$ cat config.mk
export PLATFORM = sky130hd
export DESIGN_NAME = mem_stage_lsu
export DESIGN_NICKNAME = d
export VERILOG_FILES = /design/src/rtl/mips_mem_pkg.sv /design/src/rtl/mem_lane_align.sv /design/src/rtl/mem_stage_lsu.sv
export SDC_FILE = /design/constraint.sdc
export NUM_CORES = 1
export LEC_CHECK = 0
export ABC_AREA = 0
export CAP_MARGIN = 20
export CORE_MARGIN = 2
export CORE_UTILIZATION = 45
export CTS_CLUSTER_SIZE = 30
export DETAILED_ROUTE_END_ITERATION = 16
export PLACE_DENSITY = 0.9
export SLEW_MARGIN = 20
export SYNTH_ARGS = -nofsm -noshare
export SYNTH_HDL_FRONTEND = slang
export SYNTH_SLANG_ARGS = --single-unit
$ cat constraint.sdc
create_clock -name i_clock -period 6.4 [get_ports i_clock]
set_clock_uncertainty 0.05 [all_clocks]
set_input_delay 1.92 -clock i_clock [delete_from_list [all_inputs] [get_ports i_clock]]
set_output_delay 1.92 -clock i_clock [all_outputs]
set_load 0.005 [all_outputs]
$ cat src/rtl/mips_mem_pkg.sv
// Shared encodings for the MEM stage: access sizes, mem-control field
// positions and the two-state access FSM.
package mips_mem_pkg;

    localparam logic [1:0] DSZ_B = 2'b00;
    localparam logic [1:0] DSZ_H = 2'b01;
    localparam logic [1:0] DSZ_W = 2'b10;
    localparam logic [1:0] DSZ_D = 2'b11;

    // Bit positions inside the {re,we,s_u,dsize} control word
    localparam int MEM_RE    = 4;
    localparam int MEM_WE    = 3;
    localparam int MEM_SU    = 2;
    localparam int MEM_DS_HI = 1;
    localparam int MEM_DS_LO = 0;

    typedef enum logic {
        ST_IDLE = 1'b0,
        ST_BUSY = 1'b1
    } state_t;

endpackage

$ cat src/rtl/mem_lane_align.sv
// Combinational byte-lane steering: store enables/data placement, load lane
// extraction with sign/zero extension, and alignment checking.
module mem_lane_align
    import mips_mem_pkg::*;
#(
    parameter int NB_REG = 32,
    parameter int NB_OFF = $clog2(NB_REG / 8)
) (
    input  logic [NB_OFF-1:0]   i_offset,
    input  logic [1:0]          i_dsize,
    input  logic                i_s_u,
    input  logic [NB_REG-1:0]   i_wdata,
    input  logic [NB_REG-1:0]   i_rdata,
    output logic [NB_REG/8-1:0] o_be,
    output logic [NB_REG-1:0]   o_wdata,
    output logic [NB_REG-1:0]   o_ext,
    output logic                o_misaligned
);
    localparam int NB_LANE = NB_REG / 8;

    logic [NB_LANE-1:0] w_be_base;
    logic [NB_REG-1:0]  w_rep;
    logic [NB_REG-1:0]  w_shifted;
    logic [NB_REG-1:0]  w_keep;
    logic               w_sign;

    always_comb begin
        w_be_base    = '0;
        w_rep        = i_wdata;
        o_misaligned = 1'b0;
        case (i_dsize)
            DSZ_B: begin
                w_be_base = NB_LANE'(1);
                w_rep     = {NB_LANE{i_wdata[7:0]}};
            end
            DSZ_H: begin
                w_be_base    = NB_LANE'(3);
                w_rep        = {(NB_LANE / 2){i_wdata[15:0]}};
                o_misaligned = i_offset[0];
            end
            DSZ_W: begin
                w_be_base    = NB_LANE'(15);
                w_rep        = {(NB_REG / 32){i_wdata[31:0]}};
                o_misaligned = |i_offset[1:0];
            end
            default: begin
                // Doubleword only exists on the 64-bit datapath
                w_be_base    = '1;
                w_rep        = i_wdata;
                o_misaligned = (NB_REG != 64) || (|i_offset);
            end
        endcase
    end

    assign o_be = w_be_base << i_offset;

    // Unselected lanes are driven to zero so the bus only sees real data
    for (genvar gi = 0; gi < NB_LANE; gi++) begin : g_lane
        assign o_wdata[gi*8 +: 8] = o_be[gi] ? w_rep[gi*8 +: 8] : 8'h00;
    end

    assign w_shifted = i_rdata >> {i_offset, 3'b000};

    always_comb begin
        w_keep = '1;
        w_sign = 1'b0;
        case (i_dsize)
            DSZ_B: begin
                w_keep = NB_REG'(8'hFF);
                w_sign = w_shifted[7];
            end
            DSZ_H: begin
                w_keep = NB_REG'(16'hFFFF);
                w_sign = w_shifted[15];
            end
            DSZ_W: begin
                w_keep = NB_REG'(32'hFFFF_FFFF);
                w_sign = w_shifted[31];
            end
            default: begin
                w_keep = '1;
                w_sign = 1'b0;
            end
        endcase
        o_ext = (w_shifted & w_keep) | ((~i_s_u & w_sign) ? ~w_keep : '0);
    end

endmodule

$ cat src/rtl/mem_stage_lsu.sv
// MEM pipeline stage driving a variable-latency req/ack data-memory port,
// with upstream stall, misalignment and bus-timeout reporting.
module mem_stage_lsu
    import mips_mem_pkg::*;
#(
    parameter int NB_REG  = 32,
    parameter int NB_ADDR = 32,
    parameter int NB_MEM  = 5,
    parameter int NB_WB   = 8,
    parameter int TIMEOUT = 255
) (
    input  logic                 i_clock,
    input  logic                 i_reset,
    input  logic                 i_valid,
    input  logic [NB_ADDR-1:0]   i_alu_o,
    input  logic [NB_REG-1:0]    i_b_o,
    input  logic [NB_MEM-1:0]    i_mem,
    input  logic [NB_WB-1:0]     i_wb,
    input  logic [NB_REG-1:0]    i_pc,
    output logic                 o_stall,
    output logic                 o_valid,
    output logic [NB_REG-1:0]    o_reg_wb,
    output logic [NB_REG-1:0]    o_ext_mem_o,
    output logic [NB_WB-1:0]     o_wb,
    output logic [NB_REG-1:0]    o_pc,
    output logic                 o_misaligned,
    output logic                 o_bus_err,
    output logic                 o_dmem_req,
    output logic [NB_ADDR-1:0]   o_dmem_addr,
    output logic [NB_REG/8-1:0]  o_dmem_we,
    output logic [NB_REG-1:0]    o_dmem_wdata,
    input  logic                 i_dmem_ack,
    input  logic [NB_REG-1:0]    i_dmem_rdata
);
    localparam int NB_LANE = NB_REG / 8;
    localparam int NB_OFF  = $clog2(NB_LANE);
    localparam int NB_CNT  = (TIMEOUT > 1) ? $clog2(TIMEOUT) : 1;
    localparam logic [NB_CNT-1:0] CNT_LAST = NB_CNT'((TIMEOUT > 0) ? TIMEOUT - 1 : 0);

    state_t r_state;
    state_t w_state_next;

    logic               w_re, w_we, w_s_u, w_memop;
    logic [1:0]         w_dsize;
    logic               w_busy, w_issue, w_timeout, w_done;
    logic [NB_OFF-1:0]  w_off_sel;
    logic [1:0]         w_dsize_sel;
    logic               w_su_sel;
    logic [NB_LANE-1:0] w_be;
    logic [NB_REG-1:0]  w_wdata;
    logic [NB_REG-1:0]  w_ext;
    logic               w_misaligned;

    logic [NB_ADDR-1:0] r_addr;
    logic [NB_REG-1:0]  r_pc_lat;
    logic [NB_WB-1:0]   r_wb_lat;
    logic [NB_LANE-1:0] r_be;
    logic [NB_REG-1:0]  r_wdata;
    logic [1:0]         r_dsize;
    logic               r_s_u;
    logic               r_is_load;
    logic [NB_CNT-1:0]  r_cnt;

    logic               r_valid;
    logic [NB_REG-1:0]  r_reg_wb;
    logic [NB_REG-1:0]  r_ext;
    logic [NB_WB-1:0]   r_wb;
    logic [NB_REG-1:0]  r_pc;
    logic               r_misaligned;
    logic               r_bus_err;

    assign w_re    = i_mem[MEM_RE];
    assign w_we    = i_mem[MEM_WE];
    assign w_s_u   = i_mem[MEM_SU];
    assign w_dsize = i_mem[MEM_DS_HI:MEM_DS_LO];
    assign w_memop = w_re | w_we;

    assign w_busy    = (r_state == ST_BUSY);
    assign w_issue   = (r_state == ST_IDLE) & i_valid & w_memop & ~w_misaligned;
    assign w_timeout = w_busy & ~i_dmem_ack & (TIMEOUT != 0) & (r_cnt == CNT_LAST);
    assign w_done    = w_busy & (i_dmem_ack | w_timeout);
    assign o_stall   = w_issue | (w_busy & ~w_done);

    // While BUSY the aligner works on the latched access for load extraction
    assign w_off_sel   = w_busy ? r_addr[NB_OFF-1:0] : i_alu_o[NB_OFF-1:0];
    assign w_dsize_sel = w_busy ? r_dsize : w_dsize;
    assign w_su_sel    = w_busy ? r_s_u : w_s_u;

    mem_lane_align #(
        .NB_REG (NB_REG),
        .NB_OFF (NB_OFF)
    ) u_align (
        .i_offset     (w_off_sel),
        .i_dsize      (w_dsize_sel),
        .i_s_u        (w_su_sel),
        .i_wdata      (i_b_o),
        .i_rdata      (i_dmem_rdata),
        .o_be         (w_be),
        .o_wdata      (w_wdata),
        .o_ext        (w_ext),
        .o_misaligned (w_misaligned)
    );

    always_ff @(posedge i_clock) begin
        if (i_reset) r_state <= ST_IDLE;
        else         r_state <= w_state_next;
    end

    always_comb begin
        w_state_next = r_state;
        case (r_state)
            ST_IDLE: if (w_issue) w_state_next = ST_BUSY;
            ST_BUSY: if (w_done)  w_state_next = ST_IDLE;
            default: w_state_next = ST_IDLE;
        endcase
    end

    always_ff @(posedge i_clock) begin
        if (i_reset) begin
            r_addr    <= '0;
            r_pc_lat  <= '0;
            r_wb_lat  <= '0;
            r_be      <= '0;
            r_wdata   <= '0;
            r_dsize   <= '0;
            r_s_u     <= 1'b0;
            r_is_load <= 1'b0;
            r_cnt     <= '0;
        end else if (w_issue) begin
            r_addr    <= i_alu_o;
            r_pc_lat  <= i_pc;
            r_wb_lat  <= i_wb;
            r_be      <= w_we ? w_be : '0;
            r_wdata   <= w_we ? w_wdata : '0;
            r_dsize   <= w_dsize;
            r_s_u     <= w_s_u;
            r_is_load <= w_re & ~w_we;
            r_cnt     <= '0;
        end else if (w_busy) begin
            r_cnt <= r_cnt + NB_CNT'(1);
        end
    end

    always_ff @(posedge i_clock) begin
        if (i_reset) begin
            r_valid      <= 1'b0;
            r_reg_wb     <= '0;
            r_ext        <= '0;
            r_wb         <= '0;
            r_pc         <= '0;
            r_misaligned <= 1'b0;
            r_bus_err    <= 1'b0;
        end else if (w_busy) begin
            r_valid <= w_done;
            if (w_done) begin
                r_reg_wb     <= NB_REG'(r_addr);
                r_pc         <= r_pc_lat;
                r_ext        <= (i_dmem_ack && r_is_load) ? w_ext : '0;
                r_wb         <= i_dmem_ack ? r_wb_lat : '0;
                r_misaligned <= 1'b0;
                r_bus_err    <= ~i_dmem_ack;
            end
        end else if (i_valid && !w_issue) begin
            // ALU pass-through or misaligned access: single-cycle completion
            r_valid      <= 1'b1;
            r_reg_wb     <= NB_REG'(i_alu_o);
            r_pc         <= i_pc;
            r_ext        <= '0;
            r_wb         <= w_memop ? '0 : i_wb;
            r_misaligned <= w_memop;
            r_bus_err    <= 1'b0;
        end else begin
            r_valid <= 1'b0;
        end
    end

    assign o_valid      = r_valid;
    assign o_reg_wb     = r_reg_wb;
    assign o_ext_mem_o  = r_ext;
    assign o_wb         = r_wb;
    assign o_pc         = r_pc;
    assign o_misaligned = r_misaligned;
    assign o_bus_err    = r_bus_err;
    assign o_dmem_req   = w_busy;
    assign o_dmem_addr  = {r_addr[NB_ADDR-1:NB_OFF], NB_OFF'(0)};
    assign o_dmem_we    = r_be;
    assign o_dmem_wdata = r_wdata;

endmodule

==> reports/summary.log, run 1 <==
[routing] Starting DRT DRC Count 422
[global_route] total congestion overflow 0
[synthesis] dominant cell type by area after synthesis dfxtp_1
[power_and_ir_drop] leakage power 0.00511 uW
[power_and_ir_drop] Net Sw Power 1040 uW
[routing] First-pass DRT Iterations 5
[worst_setup_path] kind of end point of the critical path output port
[sta] Final Slew Violations 0
[power_and_ir_drop] combinational power share 21.5%
[worst_hold_path] path class of the lowest-slack min-delay path flip-flop to flip-flop
[synthesis] sequential element share of the synthesized area 43.9%
[clock_tree] post-CTS setup buffers 0
[sta] Highest Clock Rate 166 MHz
[routing] final wirelength 31300 um
[synthesis] simple-gate area share of the yosys netlist 8.76%
[routing] count of unresolved DRC violations after routing 0
[global_route] number of global-route vias before repair 8871
[synthesis] count of state elements after synthesis 228
[clock_tree] clock tree from TritonCTS built
[synthesis] most used flip-flop cell after synthesis dfxtp_1
[synthesis] dominant combinational cell family by area after synthesis compound AO/OA/AOI/OAI gates
[synthesis] Unique masters post-synth 57
[global_route] initial antenna violation count 0
[synthesis] cell count after synthesis 1034
[finish] # nets final 1423
[routing] Avg Vias per Cell 5.69
[power_and_ir_drop] sequential share of power 42.1%
[finish] count of inserted antenna diode cells 0
[routing] routed wirelength normalized by instance count 19.9 um
[clock_tree] clock-pin slew of the registers on the worst-case setup and hold paths 60 ps
[global_route] global-route wire length before repair 47600 um
[power_and_ir_drop] power per standard cell area 267 nW/um^2
[worst_setup_path] crit path launch type input port
[synthesis] Post-Synth XOR/XNOR Area 0.590%
[clock_tree] CTS root buffer clkbuf_16
[sta] shortest clock period the worst path allows after layout 6040 ps
[worst_setup_path] classification of the worst setup path input port to output port
[sta] actual slew at the worst max-slew pin 1110 ps
[sta] hold violation count in the final report 0
[floorplanning] initial core utilization 45.9%
[worst_setup_path] maximum fanout along the worst path 5
[finish] share of cells above drive strength 1 11.6%
[synthesis] number of flops mapped to enable cells by yosys 0
[routing] total number of vias 8961
[clock_tree] maximum root-to-sink buffer count 3
[synthesis] Avg Cell Area, Syn 10.1 um^2
[floorplanning] I/O pins 322
[place] post-detail-place hpwl 21000 um
[clock_tree] CTS hold repair buffers 0
[sta] headroom to the max-slew limit 25.8%
[worst_setup_path] arrival time of the worst setup path 4070 ps
[sta] Total Negative Setup Slacks 0 ps
[synthesis] top cell type's share of synthesized area 43.9%
[finish] non-filler cells in the finished layout 1575
[clock_tree] total number of clock tree sinks 228
[power_and_ir_drop] clock share of power 36.5%
[floorplanning] die area 24300 um^2
[clock_tree] cts bufs inserted 25
[synthesis] area of the mapped netlist 10400 um^2
[clock_tree] PostCTS Resize Cnt 0
[worst_hold_path] launch point of the worst hold path o_ext_mem_o[16]$_SDFFE_PP0P_
[synthesis] number of synthesis warnings 0
[synthesis] Async S/R FF share, synth 0%
[global_route] maximum number of pins on one net before global-route repair 83
[floorplanning] Die Y 156 um
[status] status finished clean
[run] count of maximum capacitance violations 0
[sta] setup repair after global routing missed its margin no
[sta] Final period util 94.3%
[floorplanning] horizontal die dimension 156 um
[synthesis] synthesized-area fraction occupied by ao, oa, aoi and oai cells 22.6%
[floorplanning] Site Rows 55
[clock_tree] H-tree depth 1
[place] Routability Congestion 0.885
[synthesis] share of synthesized area spent on multiplexers 16.8%
[worst_setup_path] startpoint of the worst-slack reg-to-reg timing path o_dmem_req$_SDFF_PP0_
[sta] final-report setup violation count 0
[place] number of input and output port buffers inserted 319
[synthesis] post-synthesis share of cell area spent on full adders, half adders and majority gates 0.241%
[routing] post-route ant nets 0
[global_route] overall global routing resource usage 24.2%
[sta] smallest hold slack 411 ps
[worst_setup_path] worst setup path start i_mem[1]
[finish] layout-stage area growth over the synthesis result 36.2%
[floorplanning] standard cell core area 22600 um^2
[clock_tree] clock insertion delay at the later pin of the skew report 510 ps
[power_and_ir_drop] Max VDD drop 0.000168 V
[synthesis] cells taking the most area after synthesis dfxtp_1 (44%), mux2i_1 (15%), a211oi_2 (8.4%), a21oi_1 (4.8%), nor2_1 (4.0%)
[power_and_ir_drop] internal power 2730 uW
[worst_setup_path] Worst EP required 4430 ps
[power_and_ir_drop] net switching share of the total power 27.6%
[place] Post-Place Cells 1534
## power by group through the flow
stage	combinational (uW)	clock, uW	sequential [uW]
detailed placement	809	0	1620
global placement	792	0	1610
CTS	815	1400	1590
global route	868	1460	1600
finish	811	1380	1590
floorplan	475	0	1600
## per-stage QoR
| stage | utilization, % | worst slack (ps) | area [um^2] | power (uW) |
|---|---|---|---|---|
| floorplan | - | 1630 | 10400 | 2080 |
| global placement | 59.1 | 383 | 13400 | 2400 |
| detailed placement | 59.1 | 386 | 13400 | 2420 |
| CTS | 62.5 | 376 | 14200 | 3800 |
| global route | 62.5 | 323 | 14200 | 3930 |
| finish | 62.5 | 363 | 14200 | 3780 |
## cells in the final DEF, fill, tap and decap left out, types with 2 or more instances in the layout
cell             synthesis  routed
inv_1                    8       8
a211o_1                  9       8
a211oi_1                 4       4
or2_2                    3       3
clkbuf_1                48       5
o21a_1                   2       2
xnor2_1                  3       3
o211ai_1                 3       3
ha_1                     2       2
a31oi_1                  7       7
mux2_2                  11      11
mux2i_1                158     157
o32ai_1                  2       2
nand2_1                 65      65
mux2i_4                  1       2
clkbuf_8                 0       5
a221o_1                 15      15
clkdlybuf4s50_1          0     318
and3b_1                  3       3
o21ai_0                  8       8
nor2b_1                  4       4
nand4_1                  2       2
clkinv_2                 0       4
nor3b_1                  3       3
o2bb2ai_1               23      23
a211oi_2                70      70
a22oi_1                 16      16
xor2_1                   4       4
nor2_1                 111     109
a21oi_1                100     100
or3_1                    2       2
clkbuf_16                0      25
buf_4                   38      13
nor3_1                   5       5
conb_1                   1       2
nand3_1                  3       3
a22o_1                  17      17
dfxtp_1                228     227
and2_1                   3       2
and3_1                   2       2
## metal layers
layer	GRT usage (%)	wire length, um	vias up
met1	28.3	12300	4307
met4	10.3	1380	0
met2	42.0	15100	363
li1	-	-	4201
met3	6.31	2530	90
met5	0	0	-
## critical path, cell delays in order
cell and delay [ps]:
clkdlybuf4s50_1 550, mux2i_1 180, o31ai_2 480, a21oi_4 100
or2_2 330, clkdlybuf4s50_1 500
## synth_stat cells, types with 2 or more instances
| library cell | count |
|---|---|
| dfxtp_1 | 228 |
| mux2i_1 | 158 |
| nor2_1 | 111 |
| a21oi_1 | 100 |
| a211oi_2 | 70 |
| nand2_1 | 65 |
| clkbuf_1 | 48 |
| buf_4 | 38 |
| o2bb2ai_1 | 23 |
| a22o_1 | 17 |
| a22oi_1 | 16 |
| a221o_1 | 15 |
| buf_6 | 14 |
| buf_2 | 12 |
| mux2_2 | 11 |
| a211o_1 | 9 |
| inv_1 | 8 |
| o21ai_0 | 8 |
| a31oi_1 | 7 |
| buf_1 | 6 |
| nor3_1 | 5 |
| a211oi_1 | 4 |
| nor2b_1 | 4 |
| xor2_1 | 4 |
| and2_1 | 3 |
| and3b_1 | 3 |
| nand3_1 | 3 |
| nor3b_1 | 3 |
| o211ai_1 | 3 |
| or2_2 | 3 |
| xnor2_1 | 3 |
| and3_1 | 2 |
| ha_1 | 2 |
| nand4_1 | 2 |
| o21a_1 | 2 |
| o32ai_1 | 2 |
| or3_1 | 2 |
## cells by family after synthesis
| group | Yosys count |
|---|---|
| AOI/OAI and AO/OA | 286 |
| DFF | 228 |
| and+or+nand+nor | 213 |
| muxes | 171 |
| buffers and inverters | 126 |
| xor gates and xnor gates | 7 |
| adders and majority gates | 2 |
| other | 1 |
## final cells by class
cell class	count	area (um^2)
clock buffer	35	713
inverter	8	30.0
timing repair buffer	332	3290
sequential	228	4570
clock inverter	6	56.3
fill	1802	8490
multi-input combinational	681	5140
tap	285	357
## flip-flops by register name, indices dropped and copies added, names as in the netlist
name	cells
o_dmem_we	4
o_dmem_req	1
r_s_u	1
r_addr	32
o_valid	1
o_misaligned	1
o_wb	8
r_pc_lat	32
r_is_load	1
o_ext_mem_o	32
r_dsize	2
r_cnt	8
o_bus_err	1
o_pc	32
r_wb_lat	8
o_reg_wb	32
o_dmem_wdata	32
## path summary, 6_finish.rpt
path	to	slack (ps)	depth (start not counted)
max	o_stall	360	6
min	o_ext_mem_o[16]$_SDFFE_PP0P_	410	1
max reg2reg	o_ext_mem_o[30]$_SDFFE_PP0P_	2160	6
min reg2reg	o_ext_mem_o[16]$_SDFFE_PP0P_	410	1
Note: power is estimated with default switching activity, not from simulation.
==> run 2, diff against run 1 <==
--- a/config.mk
+++ b/config.mk
@@ -11,6 +11,7 @@
 export CORE_UTILIZATION = 45
 export CTS_CLUSTER_SIZE = 30
 export DETAILED_ROUTE_END_ITERATION = 16
+export HOLD_SLACK_MARGIN = 0.08
 export PLACE_DENSITY = 0.9
 export SLEW_MARGIN = 20
 export SYNTH_ARGS = -nofsm -noshare
==> results of run 2 <==
Same layout as run 1: the final DEF is identical, and so are final timing and power.
==> run 3, diff against run 2 <==
--- a/config.mk
+++ b/config.mk
@@ -5,14 +5,15 @@
 export SDC_FILE = /design/constraint.sdc
 export NUM_CORES = 1
 export LEC_CHECK = 0
-export ABC_AREA = 0
 export CAP_MARGIN = 20
+export CORE_ASPECT_RATIO = 1.2
 export CORE_MARGIN = 2
 export CORE_UTILIZATION = 45
 export CTS_CLUSTER_SIZE = 30
 export DETAILED_ROUTE_END_ITERATION = 16
 export HOLD_SLACK_MARGIN = 0.08
 export PLACE_DENSITY = 0.9
+export SETUP_SLACK_MARGIN = 0.05
 export SLEW_MARGIN = 20
 export SYNTH_ARGS = -nofsm -noshare
 export SYNTH_HDL_FRONTEND = slang
==> reports/summary.log, run 3 (synthesis results as in run 1) <==
[place] Routability Congestion 0.877
[place] number of input and output port buffers inserted 319
[sta] headroom to the max-slew limit 27.7%
[worst_setup_path] Worst EP required 4430 ps
[run] count of maximum capacitance violations 0
[power_and_ir_drop] leakage power 0.00509 uW
[worst_setup_path] crit path launch type input port
[finish] count of fill cells added during filler insertion 1794
[clock_tree] clock-pin slew of the registers on the worst-case setup and hold paths 60 ps
[global_route] global-route wire length before repair 47500 um
[worst_hold_path] path class of the lowest-slack min-delay path flip-flop to flip-flop
[sta] Highest Clock Rate 165 MHz
[routing] routed wirelength normalized by instance count 19.7 um
[finish] final core utilization 62.7%
[sta] Total Negative Setup Slacks 0 ps
[finish] layout-stage area growth over the synthesis result 35.9%
[routing] Avg Vias per Cell 5.72
[global_route] initial antenna violation count 0
[global_route] maximum number of pins on one net before global-route repair 83
[floorplanning] standard cell core area 22500 um^2
[clock_tree] PostCTS Resize Cnt 0
[clock_tree] clock insertion delay at the later pin of the skew report 520 ps
[finish] count of inserted antenna diode cells 0
[status] status finished clean
[place] post-detail-place hpwl 20700 um
[routing] total number of vias 8962
[routing] Starting DRT DRC Count 413
[sta] Final period util 94.4%
[finish] most common cell after layout, fill and taps aside clkdlybuf4s50_1
[clock_tree] maximum root-to-sink buffer count 3
[clock_tree] cts bufs inserted 24
[finish] share of cells above drive strength 1 11.4%
[routing] post-route ant nets 0
[routing] count of unresolved DRC violations after routing 0
[clock_tree] total number of clock tree sinks 228
[global_route] number of global-route vias before repair 9021
[sta] final-report setup violation count 0
[worst_setup_path] classification of the worst setup path input port to output port
[clock_tree] CTS hold repair buffers 0
[sta] setup repair after global routing missed its margin no
[clock_tree] post-CTS setup buffers 0
[worst_setup_path] maximum fanout along the worst path 5
[sta] actual slew at the worst max-slew pin 1080 ps
[floorplanning] Die Y 170 um
[sta] hold violation count in the final report 0
[worst_setup_path] kind of end point of the critical path output port
[floorplanning] initial core utilization 46.1%
[worst_setup_path] arrival time of the worst setup path 4070 ps
[clock_tree] clock tree from TritonCTS built
[floorplanning] Site Rows 60
[floorplanning] die area 24300 um^2
[clock_tree] H-tree depth 1
[finish] # nets final 1420
[floorplanning] horizontal die dimension 143 um
[global_route] overall global routing resource usage 24.1%
[clock_tree] CTS root buffer clkbuf_16
[power_and_ir_drop] Max VDD drop 0.000211 V
[power_and_ir_drop] power per standard cell area 265 nW/um^2
[routing] final wirelength 30900 um
[routing] First-pass DRT Iterations 5
[power_and_ir_drop] PnR Total Power 3750 uW
[global_route] total congestion overflow 0
[finish] commonest cells after routing, fill and taps aside clkdlybuf4s50_1 (318), dfxtp_1 (227), mux2i_1 (157)
[sta] Final Slew Violations 0
[sta] shortest clock period the worst path allows after layout 6040 ps
[floorplanning] I/O pins 322
==> run 3: worst max-delay path, cell delays in order <==
cell and delay (ps):
clkdlybuf4s50_1 540, mux2i_1 180, o31ai_2 510, a21oi_4 100, or2_2 350, clkdlybuf4s50_1 470
==> run 3: per-layer routing <==
layer / track usage (%) / wire length, um
met1: 27.7 / 12100
met2: 41.7 / 14900
met3: 5.88 / 2410
met4: 11.9 / 1510
met5: 0 / 0
==> run 3: power by group <==
group	switching, uW	total, uW	internal (uW)
registers	69.8	1590	1520
clock network	567	1350	779
logic	406	813	407
total	1040	3750	2710
==> run 3: per-stage QoR <==
| step | setup slack [ps] | instance area (um^2) | hold WS, ps | std cells |
|---|---|---|---|---|
| finish | 357 | 14100 | 412 | 1567 |
| global route | 275 | 14100 | 420 | 1567 |
| CTS | 379 | 14100 | 412 | 1567 |
| detailed placement | 393 | 13400 | 396 | 1526 |
| global placement | 406 | 13400 | 385 | 1526 |
| floorplan | 1630 | 10400 | 395 | 1035 |
==> run 3: cell type report <==
cell class	count	area, um^2	area share, %
Tap cell	279	349	2.47
Clock inverter	5	27.5	0.195
Sequential cell	228	4570	32.3
Inverter	8	30.0	0.213
Multi-Input combinational cell	681	5140	36.4
Clock buffer	36	727	5.15
Timing Repair Buffer	330	3290	23.3
==> run 3: path summary, 6_finish.rpt <==
check,start,to,slack (ps),depth (start not counted)
worst max-delay path,i_mem[1],o_stall,360,6
worst min-delay path,o_dmem_wdata[18]$_SDFFE_PP0P_,o_dmem_wdata[18]$_SDFFE_PP0P_,410,1
worst max register to register,o_dmem_req$_SDFF_PP0_,o_ext_mem_o[30]$_SDFFE_PP0P_,2400,6
worst min register to register,o_dmem_wdata[18]$_SDFFE_PP0P_,o_dmem_wdata[18]$_SDFFE_PP0P_,410,1
